## src/rtl/boot_loader_pkg.sv

```systemverilog
// Shared types and frame constants for the UART boot loader.
// Optional checksum support is enabled by defining BOOT_LOADER_CHECKSUM_EN.
package boot_loader_pkg;

    typedef enum logic [2:0] {
        IDLE,
        LEN_LO,
        LEN_HI,
        DATA,
        WRITE,
        CHK,
        DONE,
        ERR
    } state_t;

    localparam int HDR_LEN        = 2;
    localparam int BYTES_PER_WORD = 4;

endpackage

```

## src/rtl/boot_loader_if.sv

```systemverilog
// Byte stream in from the UART receiver and word write port out to text memory.
interface boot_loader_if #(
    parameter int WIDTH  = 32,
    parameter int ADDR_W = 8
);
    logic [7:0]        rx_data;
    logic              rx_done;
    logic              mem_we;
    logic [ADDR_W-1:0] mem_waddr;
    logic [WIDTH-1:0]  mem_wdata;

    modport master (
        input  rx_data,
        input  rx_done,
        output mem_we,
        output mem_waddr,
        output mem_wdata
    );

    modport slave (
        output rx_data,
        output rx_done,
        input  mem_we,
        input  mem_waddr,
        input  mem_wdata
    );
endinterface

```

## src/rtl/boot_loader_byte_packer.sv

```systemverilog
// Assembles little-endian 32-bit words from a byte stream; o_word_valid marks
// the cycle the fourth byte arrives, with o_word already complete in that cycle.
module byte_packer #(
    parameter int WIDTH = 32
) (
    input  logic             clk,
    input  logic             rst,
    input  logic             i_clear,
    input  logic             i_en,
    input  logic [7:0]       i_byte,
    output logic [WIDTH-1:0] o_word,
    output logic             o_word_valid
);
    logic [1:0]       r_lane;
    logic [WIDTH-9:0] r_bytes;

    always_ff @(posedge clk) begin
        if (rst || i_clear) begin
            r_lane <= '0;
        end else if (i_en) begin
            r_lane <= r_lane + 2'd1;
        end
    end

    // Shift right so the first byte ends up in the lowest lane.
    always_ff @(posedge clk) begin
        if (i_en) begin
            r_bytes <= {i_byte, r_bytes[WIDTH-9:8]};
        end
    end

    assign o_word       = {i_byte, r_bytes};
    assign o_word_valid = i_en && (r_lane == 2'd3);

endmodule

```

## src/rtl/boot_loader.sv

```systemverilog
// UART boot loader: frames a length-prefixed byte stream into text memory words
// and holds the CPU in reset meanwhile. Define BOOT_LOADER_CHECKSUM_EN for a trailing XOR byte.
module boot_loader
    import boot_loader_pkg::*;
#(
    parameter int WIDTH   = 32,
    parameter int ADDR_W  = 8,
    parameter int TIMEOUT = 50_000_000
) (
    input  logic          clk,
    input  logic          rst,
    boot_loader_if.master bus,
    input  logic          i_load_req,
    output logic          o_cpu_rst,
    output logic          o_busy,
    output logic          o_done,
    output logic          o_err
);
    localparam int          TMO_W = $clog2(TIMEOUT + 1);
    localparam logic [16:0] CAP   = 17'((2 ** ADDR_W) / BYTES_PER_WORD);

    state_t            r_state;
    state_t            w_state_nxt;
    logic [7:0]        r_len_lo;
    logic [15:0]       r_len;
    logic [15:0]       r_words;
    logic [ADDR_W-1:0] r_addr;
    logic [TMO_W-1:0]  r_tmo;
    logic              r_mem_we;
    logic [ADDR_W-1:0] r_mem_waddr;
    logic [WIDTH-1:0]  r_mem_wdata;
    logic              r_cpu_rst;
    logic              r_busy;
    logic              r_done;
    logic              r_err;

    logic              w_rx;
    logic [7:0]        w_byte;
    logic [15:0]       w_len;
    logic              w_last;
    logic              w_tmo_hit;
    logic              w_tmo_cnt;
    logic              w_enter_lo;
    logic              w_pk_en;
    logic [WIDTH-1:0]  w_word;
    logic              w_word_valid;
    logic              w_cpu_rst_nxt;
    logic              w_busy_nxt;
    logic              w_we_nxt;

    assign w_rx       = bus.rx_done;
    assign w_byte     = bus.rx_data;
    assign w_len      = {w_byte, r_len_lo};
    assign w_last     = (r_words == r_len);
    assign w_tmo_hit  = (r_tmo == TMO_W'(TIMEOUT));
    assign w_tmo_cnt  = (r_state == LEN_LO) || (r_state == LEN_HI) ||
                        (r_state == DATA)   || (r_state == CHK);
    assign w_enter_lo = (w_state_nxt == LEN_LO) && (r_state != LEN_LO);
    // A byte landing in the WRITE cycle starts the next word unless this was the last one.
    assign w_pk_en    = w_rx && ((r_state == DATA) || ((r_state == WRITE) && !w_last));

`ifdef BOOT_LOADER_CHECKSUM_EN
    localparam state_t S_AFTER_LAST = CHK;
    logic [7:0] r_xor;
    logic       w_sum_ok;

    always_ff @(posedge clk) begin
        if (rst || (r_state == LEN_LO)) begin
            r_xor <= '0;
        end else if (w_pk_en) begin
            r_xor <= r_xor ^ w_byte;
        end
    end

    assign w_sum_ok = (w_byte == r_xor);
`else
    localparam state_t S_AFTER_LAST = DONE;
`endif

    byte_packer #(.WIDTH(WIDTH)) u_packer (
        .clk          (clk),
        .rst          (rst),
        .i_clear      (r_state == LEN_LO),
        .i_en         (w_pk_en),
        .i_byte       (w_byte),
        .o_word       (w_word),
        .o_word_valid (w_word_valid)
    );

    always_ff @(posedge clk) begin
        if (rst) begin
            r_state <= IDLE;
        end else begin
            r_state <= w_state_nxt;
        end
    end

    always_comb begin
        w_state_nxt = r_state;
        case (r_state)
            IDLE: if (i_load_req) w_state_nxt = LEN_LO;
            LEN_LO: begin
                if (w_rx)           w_state_nxt = LEN_HI;
                else if (w_tmo_hit) w_state_nxt = ERR;
            end
            LEN_HI: begin
                if (w_rx) begin
                    if (w_len == 16'd0)          w_state_nxt = S_AFTER_LAST;
                    else if ({1'b0, w_len} > CAP) w_state_nxt = ERR;
                    else                         w_state_nxt = DATA;
                end else if (w_tmo_hit) begin
                    w_state_nxt = ERR;
                end
            end
            DATA: begin
                if (w_word_valid)   w_state_nxt = WRITE;
                else if (w_tmo_hit) w_state_nxt = ERR;
            end
            WRITE: begin
                if (w_last) begin
`ifdef BOOT_LOADER_CHECKSUM_EN
                    if (w_rx) w_state_nxt = w_sum_ok ? DONE : ERR;
                    else      w_state_nxt = CHK;
`else
                    w_state_nxt = DONE;
`endif
                end else begin
                    w_state_nxt = DATA;
                end
            end
`ifdef BOOT_LOADER_CHECKSUM_EN
            CHK: begin
                if (w_rx)           w_state_nxt = w_sum_ok ? DONE : ERR;
                else if (w_tmo_hit) w_state_nxt = ERR;
            end
`endif
            DONE: w_state_nxt = IDLE;
            ERR:  if (i_load_req) w_state_nxt = LEN_LO;
            default: w_state_nxt = IDLE;
        endcase
    end

    // Outputs are decoded from the next state and registered below.
    always_comb begin
        w_cpu_rst_nxt = 1'b0;
        w_busy_nxt    = 1'b0;
        w_we_nxt      = 1'b0;
        case (w_state_nxt)
            LEN_LO, LEN_HI, DATA, CHK: begin
                w_cpu_rst_nxt = 1'b1;
                w_busy_nxt    = 1'b1;
            end
            WRITE: begin
                w_cpu_rst_nxt = 1'b1;
                w_busy_nxt    = 1'b1;
                w_we_nxt      = 1'b1;
            end
            ERR: w_cpu_rst_nxt = 1'b1;
            default: ;
        endcase
    end

    always_ff @(posedge clk) begin
        if (rst) begin
            r_cpu_rst <= 1'b0;
            r_busy    <= 1'b0;
            r_mem_we  <= 1'b0;
            r_done    <= 1'b0;
            r_err     <= 1'b0;
        end else begin
            r_cpu_rst <= w_cpu_rst_nxt;
            r_busy    <= w_busy_nxt;
            r_mem_we  <= w_we_nxt;
            if (w_enter_lo)                r_done <= 1'b0;
            else if (w_state_nxt == DONE)  r_done <= 1'b1;
            if (w_enter_lo)                r_err  <= 1'b0;
            else if (w_state_nxt == ERR)   r_err  <= 1'b1;
        end
    end

    always_ff @(posedge clk) begin
        if (rst || w_rx || w_enter_lo) begin
            r_tmo <= '0;
        end else if (w_tmo_cnt) begin
            r_tmo <= r_tmo + TMO_W'(1);
        end
    end

    always_ff @(posedge clk) begin
        if ((r_state == LEN_LO) && w_rx) r_len_lo <= w_byte;
        if ((r_state == LEN_HI) && w_rx) r_len    <= w_len;
    end

    always_ff @(posedge clk) begin
        if (rst) begin
            r_words     <= '0;
            r_addr      <= '0;
            r_mem_waddr <= '0;
            r_mem_wdata <= '0;
        end else if (r_state == LEN_LO) begin
            r_words <= '0;
            r_addr  <= '0;
        end else if (w_word_valid) begin
            r_words     <= r_words + 16'd1;
            r_addr      <= r_addr + ADDR_W'(BYTES_PER_WORD);
            r_mem_waddr <= r_addr;
            r_mem_wdata <= w_word;
        end
    end

    assign bus.mem_we    = r_mem_we;
    assign bus.mem_waddr = r_mem_waddr;
    assign bus.mem_wdata = r_mem_wdata;
    assign o_cpu_rst     = r_cpu_rst;
    assign o_busy        = r_busy;
    assign o_done        = r_done;
    assign o_err         = r_err;

endmodule

```

## src/flat_wrapper.sv

```systemverilog
// flat-port wrapper written by rule: the top's interface ports become plain ports
module boot_loader_flat import boot_loader_pkg::*;
#(
    parameter int WIDTH   = 32,
    parameter int ADDR_W  = 8,
    parameter int TIMEOUT = 50_000_000
)
  (clk, rst, i_load_req, o_cpu_rst, o_busy, o_done, o_err, bus_rx_data, bus_rx_done, bus_mem_we, bus_mem_waddr, bus_mem_wdata);
  boot_loader_if #(.WIDTH(WIDTH), .ADDR_W(ADDR_W)) bus_i ();
  input  logic clk;
  input  logic rst;
  input  logic i_load_req;
  output logic o_cpu_rst;
  output logic o_busy;
  output logic o_done;
  output logic o_err;
  input wire logic [$bits(bus_i.rx_data)-1:0] bus_rx_data;
  input wire logic [$bits(bus_i.rx_done)-1:0] bus_rx_done;
  output wire logic [$bits(bus_i.mem_we)-1:0] bus_mem_we;
  output wire logic [$bits(bus_i.mem_waddr)-1:0] bus_mem_waddr;
  output wire logic [$bits(bus_i.mem_wdata)-1:0] bus_mem_wdata;
  assign bus_i.rx_data = bus_rx_data;
  assign bus_i.rx_done = bus_rx_done;
  assign bus_mem_we = bus_i.mem_we;
  assign bus_mem_waddr = bus_i.mem_waddr;
  assign bus_mem_wdata = bus_i.mem_wdata;
  boot_loader #(.WIDTH(WIDTH), .ADDR_W(ADDR_W), .TIMEOUT(TIMEOUT)) u_core (.clk(clk), .rst(rst), .bus(bus_i), .i_load_req(i_load_req), .o_cpu_rst(o_cpu_rst), .o_busy(o_busy), .o_done(o_done), .o_err(o_err));
endmodule
```

## config.mk

```make
export PLATFORM = sky130hd
export DESIGN_NAME = boot_loader_flat
export DESIGN_NICKNAME = d
export VERILOG_FILES = /design/src/rtl/boot_loader_pkg.sv /design/src/rtl/boot_loader_if.sv /design/src/rtl/boot_loader_byte_packer.sv /design/src/rtl/boot_loader.sv /design/src/flat_wrapper.sv
export SDC_FILE = /design/constraint.sdc
export NUM_CORES = 1
export LEC_CHECK = 0
export ABC_AREA = 1
export CAP_MARGIN = 0
export CORE_ASPECT_RATIO = 2
export CORE_MARGIN = 2
export CORE_UTILIZATION = 62
export DETAILED_ROUTE_END_ITERATION = 12
export GPL_TIMING_DRIVEN = 0
export PLACE_DENSITY = 0.85
export SLEW_MARGIN = 20
export SYNTH_ARGS = -nofsm -noshare
export SYNTH_HDL_FRONTEND = slang
export SYNTH_HIERARCHICAL = 1
export SYNTH_SLANG_ARGS = --single-unit
```

## constraint.sdc

```tcl
create_clock -name clk -period 6.85 [get_ports clk]
set_input_delay 1.37 -clock clk [delete_from_list [all_inputs] [get_ports clk]]
set_output_delay 1.37 -clock clk [all_outputs]
set_load 0.03 [all_outputs]
```

Yosys cells after proc, flatten, opt, wreduce, memory -nomap -nowiden --
Index checks and enable logic that the tools add are counted.
Cells by class: add/sub/neg operators 4, multiply operators 0, divide/modulo/power cells 0, $lt $le $gt $ge 1, equal/unequal tests 17, shift operators 0, mux-type cells 12, bitwise gates (word level) 1, reduce and logical (&&, ||, !) cells 22
Operators by type and width (count):
- 26-bit by 1-bit adder with 26-bit output (second input constant) | 1
- 26-bit equality test (second input constant) | 1
- 3-bit two-way mux | 8
- 3-bit equality test (second input constant) | 7
- 16-bit by 1-bit adder with 16-bit output (second input constant) | 1
- 16-bit equality test | 1
- 16-bit by 7-bit > comparator with 1-bit output (second input constant) | 1
- 16-bit zero test | 1
- 3-bit one-hot mux with 5 select lines | 1
- 3-bit by 2-bit equality test with 1-bit output (second input constant) | 4
- 8-bit by 3-bit adder with 8-bit output (second input constant) | 1
- 1-bit logical OR | 7
- 3-bit by 1-bit equality test with 1-bit output (second input constant) | 2
- 1-bit logical AND | 6
- 2-bit OR reduction | 3
- 6-bit OR reduction | 1
- 5-bit OR reduction | 1
- 3-bit zero test | 1
- 1-bit two-way mux | 3
- 3-bit by 1-bit inequality test with 1-bit output (second input constant) | 1
- 2-bit by 1-bit adder with 2-bit output (second input constant) | 1
- 2-bit equality test (second input constant) | 1
- 2-bit AND reduction | 1
- 1-bit zero test | 1
- 1-bit inverter | 1
Word-level totals: bits in registers 148, bits in latches 0, bits in writable memories 0, memory bits (read-only) 0, output and inout bits 45, word-level logic and storage cells 72, memories kept 0

Depth between registers and ports, before layout --
depth after elaboration 11, gate-level depth with buffers 22

Modules after synthesis --
Netlist, hierarchy kept.
Modules (own cells, without submodules):
- boot_loader | times used 1, cells each 663, area an instance 5347.6 µm², seq. area each 2602.5 µm²
- byte_packer | times used 1, cells each 50, area an instance 892.1 µm², seq. area each 760.7 µm²

Worst setup path after synthesis --
No wires, ideal clock.
path kind input to register, start in bus_rx_done, end reg u_core.r_words[15], arrival 4.180 ns, path slack 2.600 ns, stages 15, cell sequence inv_1 a21oi_1 nand2_1 inv_1 nand3_1 nor2_1 nand2_1 inv_2 nand2_1 nor2_2 nand2_2 nor2_1 nand2_1 or2_0 a21oi_1
Between the ends: longest elaborated chain between the ends 2
Ends and longest elaborated chain:
- from (decl) | RTL line flat_wrapper.sv:18 | input wire logic [$bits(bus_i.rx_done)-1:0] bus_rx_done;
- 1-bit logical AND | RTL line boot_loader.sv:60 | assign w_pk_en = w_rx && ((r_state == DATA) || ((r_state == WRITE) && !w_last));
- via u_core.w_pk_en | RTL line boot_loader.sv:44 | logic w_pk_en;
- 1-bit logical AND | RTL line boot_loader_byte_packer.sv:33 | assign o_word_valid = i_en && (r_lane == 2'd3);
- via u_core.w_word_valid | RTL line boot_loader.sv:46 | logic w_word_valid;
- to (signal assigned) | RTL line boot_loader.sv:204 | r_words <= r_words + 16'd1;
- to (decl) | RTL line boot_loader.sv:26 | logic [15:0] r_words;
The timed path passes the listed nets, and every way through them passes these cells. A chain may end at the register's enable or synchronous reset.

Final worst setup path --
start in bus_rx_done, end reg u_core.r_mem_wdata[17], in the netlist u_core/bus.mem_wdata[17]
Between the ends: longest elaborated chain between the ends 3
Ends and longest elaborated chain:
- 1-bit logical AND | RTL line boot_loader.sv:60
- via u_core.w_pk_en | RTL line boot_loader.sv:44
- 1-bit logical AND | RTL line boot_loader_byte_packer.sv:33
- via u_core.w_word_valid | RTL line boot_loader.sv:46
- 2-bit AND reduction (no line)
- to (signal assigned) | RTL line boot_loader.sv:207 | r_mem_wdata <= w_word;
- to (decl) | RTL line boot_loader.sv:31 | logic [WIDTH-1:0] r_mem_wdata;
The timed path passes the listed nets, and every way through them passes these cells.

==> run summary <==
Synth Register Bits - 144
DRC - 0
Synth area leader - dfxtp_1
post-synthesis sequential area ratio - 0.539
Synth Area in Adders - 0.0100
DP HPWL - 10,300 um
via count - 5,123
Final Hold Violating Endpoints - 0
Detailed Routing Iterations Pass 1 - 5
DRT antenna net count - 0
Crit Path Class - input pin to flop
Mapped Cells - 713
MaxCap Viol Count - 0
Rows - 51
critical path arrival - 4.10 ns
layout cells sized above 1 - 0.119
Worst setup SP type - input pin
CP endpoint kind - flop
initial core utilization - 0.639
Starting DRT DRC Count - 444
Area Growth Syn to Fin - 21.2%
area occupied by multi-input gates - 2450 um2
I/O Buffers - 54
average size of a mapped cell - 8.75 um2
Relative slew margins - 0.496
GRT overflow - 0
die height - 146 um
DR WL/cell - 15.9 um
skew final - 0.00589 ns
fillers - 631
LEAKAGE - 0.00273 uW
Core Region - 9760 um2
Post-CTS Resized - 0
Worst VDD drop - 197 uV
clk slew on worst S/H paths - 0.06 ns
pin count of the biggest net entering global routing - 28
All-Layer GR Usage - 0.294
DR vias/cell - 5.49
Simple-Gate Fraction of Synth Area - 0.262
ant diodes - 0
Slew Viols, Final - 0
status - finished, final reports clean
Hold Slack - 0.445 ns
RSZ-0062 raised after global routing - no
Post-CTS Hold Buffers - 0
Req. time, crit path - 7.18 ns
crit-path max FO - 27
cts bufs inserted - 17
Clk Latency, worst-skew pair - 0.42 ns
FFs w/ async S/R, synth - 0
top_reg_cell synth - dfxtp_1
maximum clock insertion buffer count - 2
vias in the first global route - 5,227
worst slew pin tran - 0.755 ns
Nets - 805
Synth Area in Compound Gates - 0.0674
PD cells - 252 nW/um2
Post-synth EDFFs - 48
mux contribution to synthesized area - 0
Yosys top cell area share - 0.308
synthesized area - 6240 um2
Setup Total Neg Slack - 0 ns
die width - 74.9 um
RD Place Congestion - 0.922
largest family of logic cells by synthesized area - simple AND/OR/NAND/NOR gates
Hold Path Class - flop to flop
Netlist cell types - 36
Top Ports - 57
Tmin final - 3.77 ns
CTS H-tree lvls - 4
Final Cycle Share - 0.550
final setup vio count - 0
Seq. cell area - 3360 um2
Total Power - 1910 uW
Yosys warning total - 6
Die Area - 10,900 um2
initial antenna violation count - 0
Root Buffer - clkbuf_16
Area contributors post-synth - dfxtp_1, edfxtp_1, nor2_1
post-CTS setup buffers - 0
Synth Area in XOR/XNOR - 0.0505
most frequent cell after synthesis - nor2_1
Sink Count - 144
routed wire length - 14,900 um
first-pass GRT wire length - 24,000 um
TritonCTS clock tree - done
Synth top cells by count - nor2_1, nand2_1, dfxtp_1
Fmax - 265 MHz
-- state kept, by name, summed over array words and instances (netlist names), 2 cells and up --
signal	flops
u_core/bus.mem_wdata	32
u_core/r_tmo	26
u_core/u_packer/r_bytes	24
u_core/r_len	16
u_core/r_words	16
u_core/r_len_lo	8
u_core/bus.mem_waddr	6
u_core/r_addr	6
u_core/r_state	3
u_core/u_packer/r_lane	2
-- where the power goes --
group          switching [uW]  internal (uW)
Combinational            78.5           38.2
Sequential               7.92            894
Clock                     353            536
Total                     440           1470
-- cell type report --
cell class / count / area share
Buffer: 26 / 0.0233
Clock buffer: 19 / 0.0572
Sequential cell: 144 / 0.445
Tap cell: 132 / 0.0218
Multi-Input combinational cell: 474 / 0.325
Timing Repair Buffer: 55 / 0.0751
Clock inverter: 13 / 0.0185
Inverter: 70 / 0.0347
-- worst max-delay path: stages --
cell	delay, ns
clkdlybuf4s50_1	0.53
inv_1	0.19
a21oi_4	0.25
buf_16	0.21
nand2_1	0.06
inv_1	0.12
buf_2	0.23
nand2_1	0.25
inv_2	0.18
clkbuf_1	0.38
nor2_1	0.10
nor2_1	0.20
-- layer usage --
metal,vias up,wire [um],GRT usage
met2,224,8350,0.528
met5,-,0,0
met1,2397,4860,0.278
met3,71,751,0.0706
li1,2431,-,-
met4,0,907,0.188
-- cell usage in the layout (no fill, tap or decap), types with 17 or more instances in the layout --
| master | instances |
|---|---|
| nand2_1 | 108 |
| inv_1 | 60 |
| o21ai_0 | 49 |
| nand3_1 | 20 |
| xor2_1 | 30 |
| nor2_4 | 21 |
| nor2_1 | 154 |
| nor3_1 | 17 |
| edfxtp_1 | 48 |
| a21oi_1 | 25 |
| clkbuf_16 | 17 |
| clkdlybuf4s50_1 | 54 |
| dfxtp_1 | 96 |
-- cells by family after synthesis --
kind of cell	after synthesis
AND/OR/NAND/NOR	349
other	1
buffers and inverters	96
AO/OA/AOI/OAI	82
XOR/XNOR	36
flip-flops	144
adder cells (fa/ha/maj)	5
-- final timing paths --
kind,cells past startpoint,slack (ns),end,from
max,12,3.08,u_core/bus.mem_wdata[17],bus_rx_done
min,0,0.44,u_core/u_packer/r_bytes[0],u_core/u_packer/r_bytes[8]
max reg2reg,13,3.69,u_core/bus.mem_wdata[17],u_core/r_state[2]
min reg2reg,0,0.44,u_core/u_packer/r_bytes[0],u_core/u_packer/r_bytes[8]
-- through the flow --
stage          instances  area [um2]  worst slack [ns]   util
2_1_floorplan        714        6240              2.60      -
3_3_place_gp         900        6950              1.33  0.712
3_5_place_dp         901        6990              2.77  0.716
4_1_cts              933        7560              3.14  0.775
5_1_grt              933        7560              2.90  0.775
6_report             933        7560              3.08  0.775
No activity file was read; power rests on OpenSTA's default activity.
